===== src/rtl/regwrite_arbiter_pkg.sv =====
// Shared definitions for the register-file write-port arbiter:
// register address width, the hard-wired zero register and the grant encoding.
package regwrite_arbiter_pkg;

  localparam int REG_ADDR_W     = 5;
  localparam int NUM_REGS       = 32;
  localparam int DATA_W_DEFAULT = 32;
  localparam int STARVE_W       = 4;

  typedef logic [REG_ADDR_W-1:0] reg_addr_t;

  localparam reg_addr_t REG_ZERO = 5'd0;

  // Which requester owns the write port in the current cycle.
  typedef enum logic [1:0] {
    GRANT_NONE,
    GRANT_WB,
    GRANT_MC,
    GRANT_DBG
  } grant_e;

  // x0 is hard-wired, so a write to it is accepted but never reaches the file.
  function automatic logic is_real_reg(input reg_addr_t r);
    return r != REG_ZERO;
  endfunction

endpackage


===== src/rtl/regwrite_arbiter_if.sv =====
// Bundle of every request, handshake, scoreboard and write-port signal of the
// arbiter. The master side is the pipeline/requesters; the slave side is the arbiter.
interface regwrite_arbiter_if
  import regwrite_arbiter_pkg::*;
#(
  parameter int DATA_W = DATA_W_DEFAULT
);

  logic                iWbValid;
  reg_addr_t           iWbReg;
  logic [DATA_W-1:0]   iWbData;

  logic                iMcValid;
  reg_addr_t           iMcReg;
  logic [DATA_W-1:0]   iMcData;
  logic                oMcReady;

  logic                iDbgValid;
  reg_addr_t           iDbgReg;
  logic [DATA_W-1:0]   iDbgData;
  logic                oDbgReady;

  logic                iMcIssue;
  reg_addr_t           iMcIssueReg;

  reg_addr_t           iChkRs1;
  reg_addr_t           iChkRs2;
  reg_addr_t           iChkRd;
  logic                oHazard;
  logic [NUM_REGS-1:0] oPending;

  logic                oRegWrite;
  reg_addr_t           oWriteRegister;
  logic [DATA_W-1:0]   oWriteData;

  modport master (
    output iWbValid, iWbReg, iWbData,
    output iMcValid, iMcReg, iMcData,
    input  oMcReady,
    output iDbgValid, iDbgReg, iDbgData,
    input  oDbgReady,
    output iMcIssue, iMcIssueReg,
    output iChkRs1, iChkRs2, iChkRd,
    input  oHazard, oPending,
    input  oRegWrite, oWriteRegister, oWriteData
  );

  modport slave (
    input  iWbValid, iWbReg, iWbData,
    input  iMcValid, iMcReg, iMcData,
    output oMcReady,
    input  iDbgValid, iDbgReg, iDbgData,
    output oDbgReady,
    input  iMcIssue, iMcIssueReg,
    input  iChkRs1, iChkRs2, iChkRd,
    output oHazard, oPending,
    output oRegWrite, oWriteRegister, oWriteData
  );

endinterface


===== src/rtl/regwrite_arbiter_scoreboard.sv =====
// Pending-result scoreboard: one bit per architectural register that has a
// multi-cycle result in flight, plus the decode-stage hazard lookup.
module regwrite_scoreboard
  import regwrite_arbiter_pkg::*;
(
  input  logic                clk,
  input  logic                rst,
  input  logic                set_en,
  input  reg_addr_t           set_reg,
  input  logic                clr_en,
  input  reg_addr_t           clr_reg,
  input  reg_addr_t           rs1,
  input  reg_addr_t           rs2,
  input  reg_addr_t           rd,
  output logic [NUM_REGS-1:0] pending,
  output logic                hazard
);

  logic [NUM_REGS-1:0] pending_d;

  // Apply the clear first so that a same-cycle issue to the same register wins.
  always_comb begin
    pending_d = pending;
    if (clr_en) begin
      pending_d[clr_reg] = 1'b0;
    end
    if (set_en && is_real_reg(set_reg)) begin
      pending_d[set_reg] = 1'b1;
    end
    pending_d[REG_ZERO] = 1'b0;
  end

  // Pending vector register; changes become visible the cycle after they happen.
  always_ff @(posedge clk or posedge rst) begin
    if (rst) begin
      pending <= '0;
    end else begin
      pending <= pending_d;
    end
  end

  assign hazard = pending[rs1] | pending[rs2] | pending[rd];

endmodule


===== src/rtl/regwrite_arbiter.sv =====
// Arbiter for the single register-file write port. Writeback always wins;
// the multi-cycle unit is favoured over debug unless debug has waited
// STARVE_LIMIT cycles. The winner's write is registered for one cycle.
module regwrite_arbiter
  import regwrite_arbiter_pkg::*;
#(
  parameter int STARVE_LIMIT = 4,
  parameter int DATA_W       = DATA_W_DEFAULT
) (
  input logic               iCLK,
  input logic               iRST,
  regwrite_arbiter_if.slave bus
);

  localparam logic [STARVE_W-1:0] STARVE_MAX = STARVE_W'(STARVE_LIMIT);

  grant_e              grant;
  logic                mc_favoured;
  logic [STARVE_W-1:0] starve_cnt;
  reg_addr_t           win_reg;
  logic [DATA_W-1:0]   win_data;

  logic                reg_write_q;
  reg_addr_t           write_reg_q;
  logic [DATA_W-1:0]   write_data_q;

  logic [NUM_REGS-1:0] pending;
  logic                hazard;

  assign mc_favoured = (starve_cnt != STARVE_MAX);

  // Pick this cycle's owner of the write port; nobody is granted during reset.
  always_comb begin
    grant = GRANT_NONE;
    if (!iRST) begin
      if (bus.iWbValid) begin
        grant = GRANT_WB;
      end else if (bus.iMcValid && (mc_favoured || !bus.iDbgValid)) begin
        grant = GRANT_MC;
      end else if (bus.iDbgValid) begin
        grant = GRANT_DBG;
      end
    end
  end

  // Route the winning requester's address and data toward the output register.
  always_comb begin
    win_reg  = REG_ZERO;
    win_data = '0;
    case (grant)
      GRANT_WB: begin
        win_reg  = bus.iWbReg;
        win_data = bus.iWbData;
      end
      GRANT_MC: begin
        win_reg  = bus.iMcReg;
        win_data = bus.iMcData;
      end
      GRANT_DBG: begin
        win_reg  = bus.iDbgReg;
        win_data = bus.iDbgData;
      end
      default: begin
      end
    endcase
  end

  // Count how long a pending debug request has been passed over, saturating.
  always_ff @(posedge iCLK or posedge iRST) begin
    if (iRST) begin
      starve_cnt <= '0;
    end else if (bus.iDbgValid && (grant != GRANT_DBG)) begin
      if (starve_cnt != STARVE_MAX) begin
        starve_cnt <= starve_cnt + 1'b1;
      end
    end else begin
      starve_cnt <= '0;
    end
  end

  // Register the winner; address/data hold when idle, and x0 never enables a write.
  always_ff @(posedge iCLK or posedge iRST) begin
    if (iRST) begin
      reg_write_q  <= 1'b0;
      write_reg_q  <= REG_ZERO;
      write_data_q <= '0;
    end else if (grant != GRANT_NONE) begin
      reg_write_q  <= is_real_reg(win_reg);
      write_reg_q  <= win_reg;
      write_data_q <= win_data;
    end else begin
      reg_write_q  <= 1'b0;
    end
  end

  regwrite_scoreboard u_scoreboard (
    .clk     (iCLK),
    .rst     (iRST),
    .set_en  (bus.iMcIssue),
    .set_reg (bus.iMcIssueReg),
    .clr_en  (grant == GRANT_MC),
    .clr_reg (bus.iMcReg),
    .rs1     (bus.iChkRs1),
    .rs2     (bus.iChkRs2),
    .rd      (bus.iChkRd),
    .pending (pending),
    .hazard  (hazard)
  );

  assign bus.oMcReady       = (grant == GRANT_MC);
  assign bus.oDbgReady      = (grant == GRANT_DBG);
  assign bus.oRegWrite      = reg_write_q;
  assign bus.oWriteRegister = write_reg_q;
  assign bus.oWriteData     = write_data_q;
  assign bus.oPending       = pending;
  assign bus.oHazard        = hazard;

endmodule


===== src/flat_wrapper.sv =====
// flat-port wrapper written by rule: the top's interface ports become plain ports
module regwrite_arbiter_flat import regwrite_arbiter_pkg::*;
#(
  parameter int STARVE_LIMIT = 4,
  parameter int DATA_W       = DATA_W_DEFAULT
)
  (iCLK, iRST, bus_iWbValid, bus_iWbReg, bus_iWbData, bus_iMcValid, bus_iMcReg, bus_iMcData, bus_oMcReady, bus_iDbgValid, bus_iDbgReg, bus_iDbgData, bus_oDbgReady, bus_iMcIssue, bus_iMcIssueReg, bus_iChkRs1, bus_iChkRs2, bus_iChkRd, bus_oHazard, bus_oPending, bus_oRegWrite, bus_oWriteRegister, bus_oWriteData);
  regwrite_arbiter_if #(.DATA_W(DATA_W)) bus_i ();
  input logic iCLK;
  input logic iRST;
  input wire logic [$bits(bus_i.iWbValid)-1:0] bus_iWbValid;
  input wire logic [$bits(bus_i.iWbReg)-1:0] bus_iWbReg;
  input wire logic [$bits(bus_i.iWbData)-1:0] bus_iWbData;
  input wire logic [$bits(bus_i.iMcValid)-1:0] bus_iMcValid;
  input wire logic [$bits(bus_i.iMcReg)-1:0] bus_iMcReg;
  input wire logic [$bits(bus_i.iMcData)-1:0] bus_iMcData;
  output wire logic [$bits(bus_i.oMcReady)-1:0] bus_oMcReady;
  input wire logic [$bits(bus_i.iDbgValid)-1:0] bus_iDbgValid;
  input wire logic [$bits(bus_i.iDbgReg)-1:0] bus_iDbgReg;
  input wire logic [$bits(bus_i.iDbgData)-1:0] bus_iDbgData;
  output wire logic [$bits(bus_i.oDbgReady)-1:0] bus_oDbgReady;
  input wire logic [$bits(bus_i.iMcIssue)-1:0] bus_iMcIssue;
  input wire logic [$bits(bus_i.iMcIssueReg)-1:0] bus_iMcIssueReg;
  input wire logic [$bits(bus_i.iChkRs1)-1:0] bus_iChkRs1;
  input wire logic [$bits(bus_i.iChkRs2)-1:0] bus_iChkRs2;
  input wire logic [$bits(bus_i.iChkRd)-1:0] bus_iChkRd;
  output wire logic [$bits(bus_i.oHazard)-1:0] bus_oHazard;
  output wire logic [$bits(bus_i.oPending)-1:0] bus_oPending;
  output wire logic [$bits(bus_i.oRegWrite)-1:0] bus_oRegWrite;
  output wire logic [$bits(bus_i.oWriteRegister)-1:0] bus_oWriteRegister;
  output wire logic [$bits(bus_i.oWriteData)-1:0] bus_oWriteData;
  assign bus_i.iWbValid = bus_iWbValid;
  assign bus_i.iWbReg = bus_iWbReg;
  assign bus_i.iWbData = bus_iWbData;
  assign bus_i.iMcValid = bus_iMcValid;
  assign bus_i.iMcReg = bus_iMcReg;
  assign bus_i.iMcData = bus_iMcData;
  assign bus_oMcReady = bus_i.oMcReady;
  assign bus_i.iDbgValid = bus_iDbgValid;
  assign bus_i.iDbgReg = bus_iDbgReg;
  assign bus_i.iDbgData = bus_iDbgData;
  assign bus_oDbgReady = bus_i.oDbgReady;
  assign bus_i.iMcIssue = bus_iMcIssue;
  assign bus_i.iMcIssueReg = bus_iMcIssueReg;
  assign bus_i.iChkRs1 = bus_iChkRs1;
  assign bus_i.iChkRs2 = bus_iChkRs2;
  assign bus_i.iChkRd = bus_iChkRd;
  assign bus_oHazard = bus_i.oHazard;
  assign bus_oPending = bus_i.oPending;
  assign bus_oRegWrite = bus_i.oRegWrite;
  assign bus_oWriteRegister = bus_i.oWriteRegister;
  assign bus_oWriteData = bus_i.oWriteData;
  regwrite_arbiter #(.STARVE_LIMIT(STARVE_LIMIT), .DATA_W(DATA_W)) u_core (.iCLK(iCLK), .iRST(iRST), .bus(bus_i));
endmodule

===== config.mk =====
export PLATFORM = sky130hd
export DESIGN_NAME = regwrite_arbiter_flat
export DESIGN_NICKNAME = d
export VERILOG_FILES = /design/src/rtl/regwrite_arbiter_pkg.sv /design/src/rtl/regwrite_arbiter_if.sv /design/src/rtl/regwrite_arbiter_scoreboard.sv /design/src/rtl/regwrite_arbiter.sv /design/src/flat_wrapper.sv
export SDC_FILE = /design/constraint.sdc
export NUM_CORES = 1
export LEC_CHECK = 0
export CORE_MARGIN = 5
export CORE_UTILIZATION = 40
export CTS_CLUSTER_SIZE = 14
export DETAILED_ROUTE_END_ITERATION = 8
export GPL_TIMING_DRIVEN = 0
export HOLD_SLACK_MARGIN = 0.12
export PLACE_DENSITY = 0.8
export SETUP_SLACK_MARGIN = 0.02
export SYNTH_ARGS = -nofsm -noshare
export SYNTH_HDL_FRONTEND = slang
export SYNTH_SLANG_ARGS = --single-unit

===== constraint.sdc =====
create_clock -name iCLK -period 3.2 [get_ports iCLK]
set_input_delay 0.64 -clock iCLK [delete_from_list [all_inputs] [get_ports iCLK]]
set_output_delay 0.64 -clock iCLK [all_outputs]
set_load 0.01 [all_outputs]

==> flow_metrics.tcl <==
set metrics [dict create \
    status "finished clean" \
    ys_warn_count 0 \
    ios 210 \
    synthTopCellsByArea "dfrtp_1, a222oi_1, o21ai_0" \
    insertion_delay_ps 350 \
    cts_buffers 9 \
    fp.dieArea_um2 12700 \
    dp_slack_ps -714 \
    synth_most_common_cell "nand2_1" \
    die_y_um 113 \
    io_buffers 200 \
    grt_pass1_wl_um 27000 \
    synth_cell_types 51 \
    grt_use_total_pct 26.8 \
    setup_viol 0 \
    core-area_um2 10300 \
    finalWorstSetupSlack_ps 92.6 \
    cts_max_path_buffers 2 \
    startpoint "bus_iChkRs2[1]" \
    reg2reg_from "u_core.starve_cnt[0]" \
    vias_per_cell 5.93 \
    cts.sinks 73 \
    max_freq_mhz 322 \
    final_cells 778 \
    worstPathCellList "clkdlybuf4s15_2, buf_8, mux2_2, a221oi_2, a2111oi_0, a311oi_1, nand4_1, dlygate4sd2_1" \
    area_growth_pct 58.8 \
    arrival_ps 2470 \
    net-switching-power_mw 1.05 \
    pwr-share-seq_pct 42.1 \
    startpoint_type "primary input" \
    report.final.slew_viol_count 0 \
    grt.overflow.total 0 \
    syn_inst 423 \
    fin_crit_ps 3110 \
    detail-route-antenna-nets 0 \
    drtIter0Drc 436 \
    final_hold_viol_count 0 \
    synth_area_um2 4210 \
    nFillCells 903 \
    peakVddDrop_uv 203 \
    internal_power_mw 2.04 \
    p_leak_nw 2.70 \
    power_density_nw_per_um2 462 \
    yosys-top-cells-count "nand2_1, dfrtp_1, o21ai_0, a222oi_1, clkbuf_1" \
    num_antenna_cells 0 \
    clock_skew_ps 9.33 \
    synth_simple_gate_area_share_pct 17.7 \
    min_path_type "reg -> reg" \
    maxCapViolations 0 \
    synth_top_family_by_area "compound AO/OA/AOI/OAI gates" \
    grt_setup_unrepaired "true" \
    clk_pin_slew_ps 70 \
    grt_max_degree 42 \
    synthAdderAreaFrac_pct 0.595 \
    place_hpwl_um 13800 \
    first_pass_iters 5 \
    post_dp_cell_area_um2 6400 \
    htreeDepth 3 \
    antenna_found_initial 0 \
    cp-end-kind "output pin" \
    layout-drive-gt1-share_pct 11.7 \
    synth_largest_area_cell "dfrtp_1" \
    sw_frac_of_total_pct 33.9 \
    placed_cells 760 \
    critPathMaxStageDelay_ps 350 \
    cts_root_buf "clkbuf_8" \
    worstHoldStart "u_core.bus.oWriteRegister[4]" \
    critPathKind "in -> out" \
    stdcell_area_um2 6680 \
    fin_total_pwr_mw 3.08 \
    ys_ff_latch 73 \
    fin_crit_sh_pct 97.1 \
    wl_per_cell_um 22.1 \
    synth_top_area_share_pct 43.4 \
    required_ps 2560 \
    nNetsFinal 776 \
    cts_tree "built" \
    worst_pin_slew_ps 873 \
    drt-total-wl_um 17200 \
    avgSynthCellArea_um2 9.94 \
    die_w_um 113 \
    comb_power_share_pct 36.9 \
    first_global_vias 4845 \
    synth_compound_area_share_pct 22.3 \
    synth_edf_count 0 \
    synth-async-reset-ratio_pct 100 \
    gp_congestion 0.954 \
    synth-xor-area-share_pct 0.208 \
    slowest_stage "mux2_2" \
    vias 4616 \
    post-route-drc-count 0 \
    synth_flop_cell "dfrtp_1" \
    yosysSeqAreaShare_pct 43.4 \
    synth_nets 562 \
    regArea_um2 1830 \
    pwr-share-clk_pct 21.0 \
    multi_input_area_um2 2260 \
    synthMuxAreaShare_pct 11.5 \
    tns_ps 0 \
    relSlewSlack_pct 41.5 \
    path_max_fanout 10 \
    start_util_pct 40.9 \
    rows 37 \
]
[power by group through the flow]
| stage | clock [mW] | combinational [mW] | sequential (mW) |
|---|---|---|---|
| global placement | 0 | 1.10 | 1.30 |
| detailed placement | 0 | 1.13 | 1.31 |
| finish | 0.647 | 1.14 | 1.30 |
| global route | 0.689 | 1.22 | 1.32 |
| CTS | 0.656 | 1.14 | 1.29 |
| floorplan | 0 | 0.410 | 1.30 |
[logic make-up (layout without fill, tap and decap cells)]
group / Yosys count / in the layout
buffers and inverters: 37 / 256
AO/OA/AOI/OAI: 131 / 131
flip-flops: 73 / 73
multiplexers: 31 / 31
other: 1 / 1
XOR/XNOR: 1 / 1
adder cells (fa/ha/maj): 2 / 2
AND/OR/NAND/NOR: 147 / 147
[layout make-up]
class                   count  share of cell area, %
clock buffers              10                   1.91
repair buffers            206                   30.8
inverters                  10                  0.656
well taps                 136                   2.55
flip-flops and latches     73                   27.4
multi-input cells         313                   33.8
plain buffers              24                   2.23
clock inverters             6                  0.656
[critical path: cells and delay by family]
family                 cells  cell delay [ps]
muxes                      1              350
buffers and inverters      3              730
and+or+nand+nor            1              100
AOI/OAI and AO/OA          3              650
[sequential cells by signal (all words and copies together) (netlist names)]
| signal | flops |
|---|---|
| u_core.bus.oWriteData | 32 |
| u_core.u_scoreboard.pending | 31 |
| u_core.starve_cnt | 4 |
| u_core.bus.oWriteRegister | 5 |
| u_core.bus.oRegWrite | 1 |
[path summary, 6_finish.rpt]
kind | slack [ps] | end | cells past startpoint
setup / recovery | 90 | bus_oHazard | 8
hold / removal | 480 | u_core.bus.oWriteRegister[4] | 1
setup reg to reg | 850 | u_core.bus.oRegWrite | 8
hold reg to reg | 480 | u_core.bus.oWriteRegister[4] | 1
max in group asynchronous | 1860 | u_core.bus.oWriteData[6] | 3
min in group asynchronous | 700 | u_core.bus.oWriteRegister[1] | 2
[repair_timing]
item / in CTS / in global routing
endpoints found under the hold margin: 0 / 0
pin swaps: 1 / 1
hold buffers: 0 / 0
gates resized for setup: 25 / 9
setup buffers: 1 / 4
endpoints found under the setup margin: 3 / 3
cloned: 0 / 0
[metal layers]
metal / up-vias / GRT usage, % / share of wire, %
met4: 0 / 9.13 / 2.8
li1: 2058 / - / -
met1: 2265 / 31.9 / 37
met3: 34 / 9.22 / 10
met5: - / 0 / 0
met2: 259 / 45.4 / 50
[cells in the final DEF (no fill, tap or decap), drive strengths merged, types with 5 or more instances in the layout]
cell and n:
nor2b 9, mux2 10, clkbuf 25, nor2 13, nand3 11, buf 16, mux2i 8, a2111oi 5
dfrtp 73, a21o 5, nand3b 14, nand2 76, o21ai 60, clkinvlp 5, clkdlybuf4s50 192, or3 5
a222oi 32, mux4 13, inv 10
[through the flow]
| step | hold slack, ps | utilization (%) |
|---|---|---|
| final | 478 | 65.0 |
| after floorplan | 518 | - |
| after CTS | 484 | 64.5 |
| after global placement | 463 | 62.1 |
| after detailed placement | 466 | 62.3 |
| after global routing | 502 | 65.0 |
(Power assumes the default switching activity.)
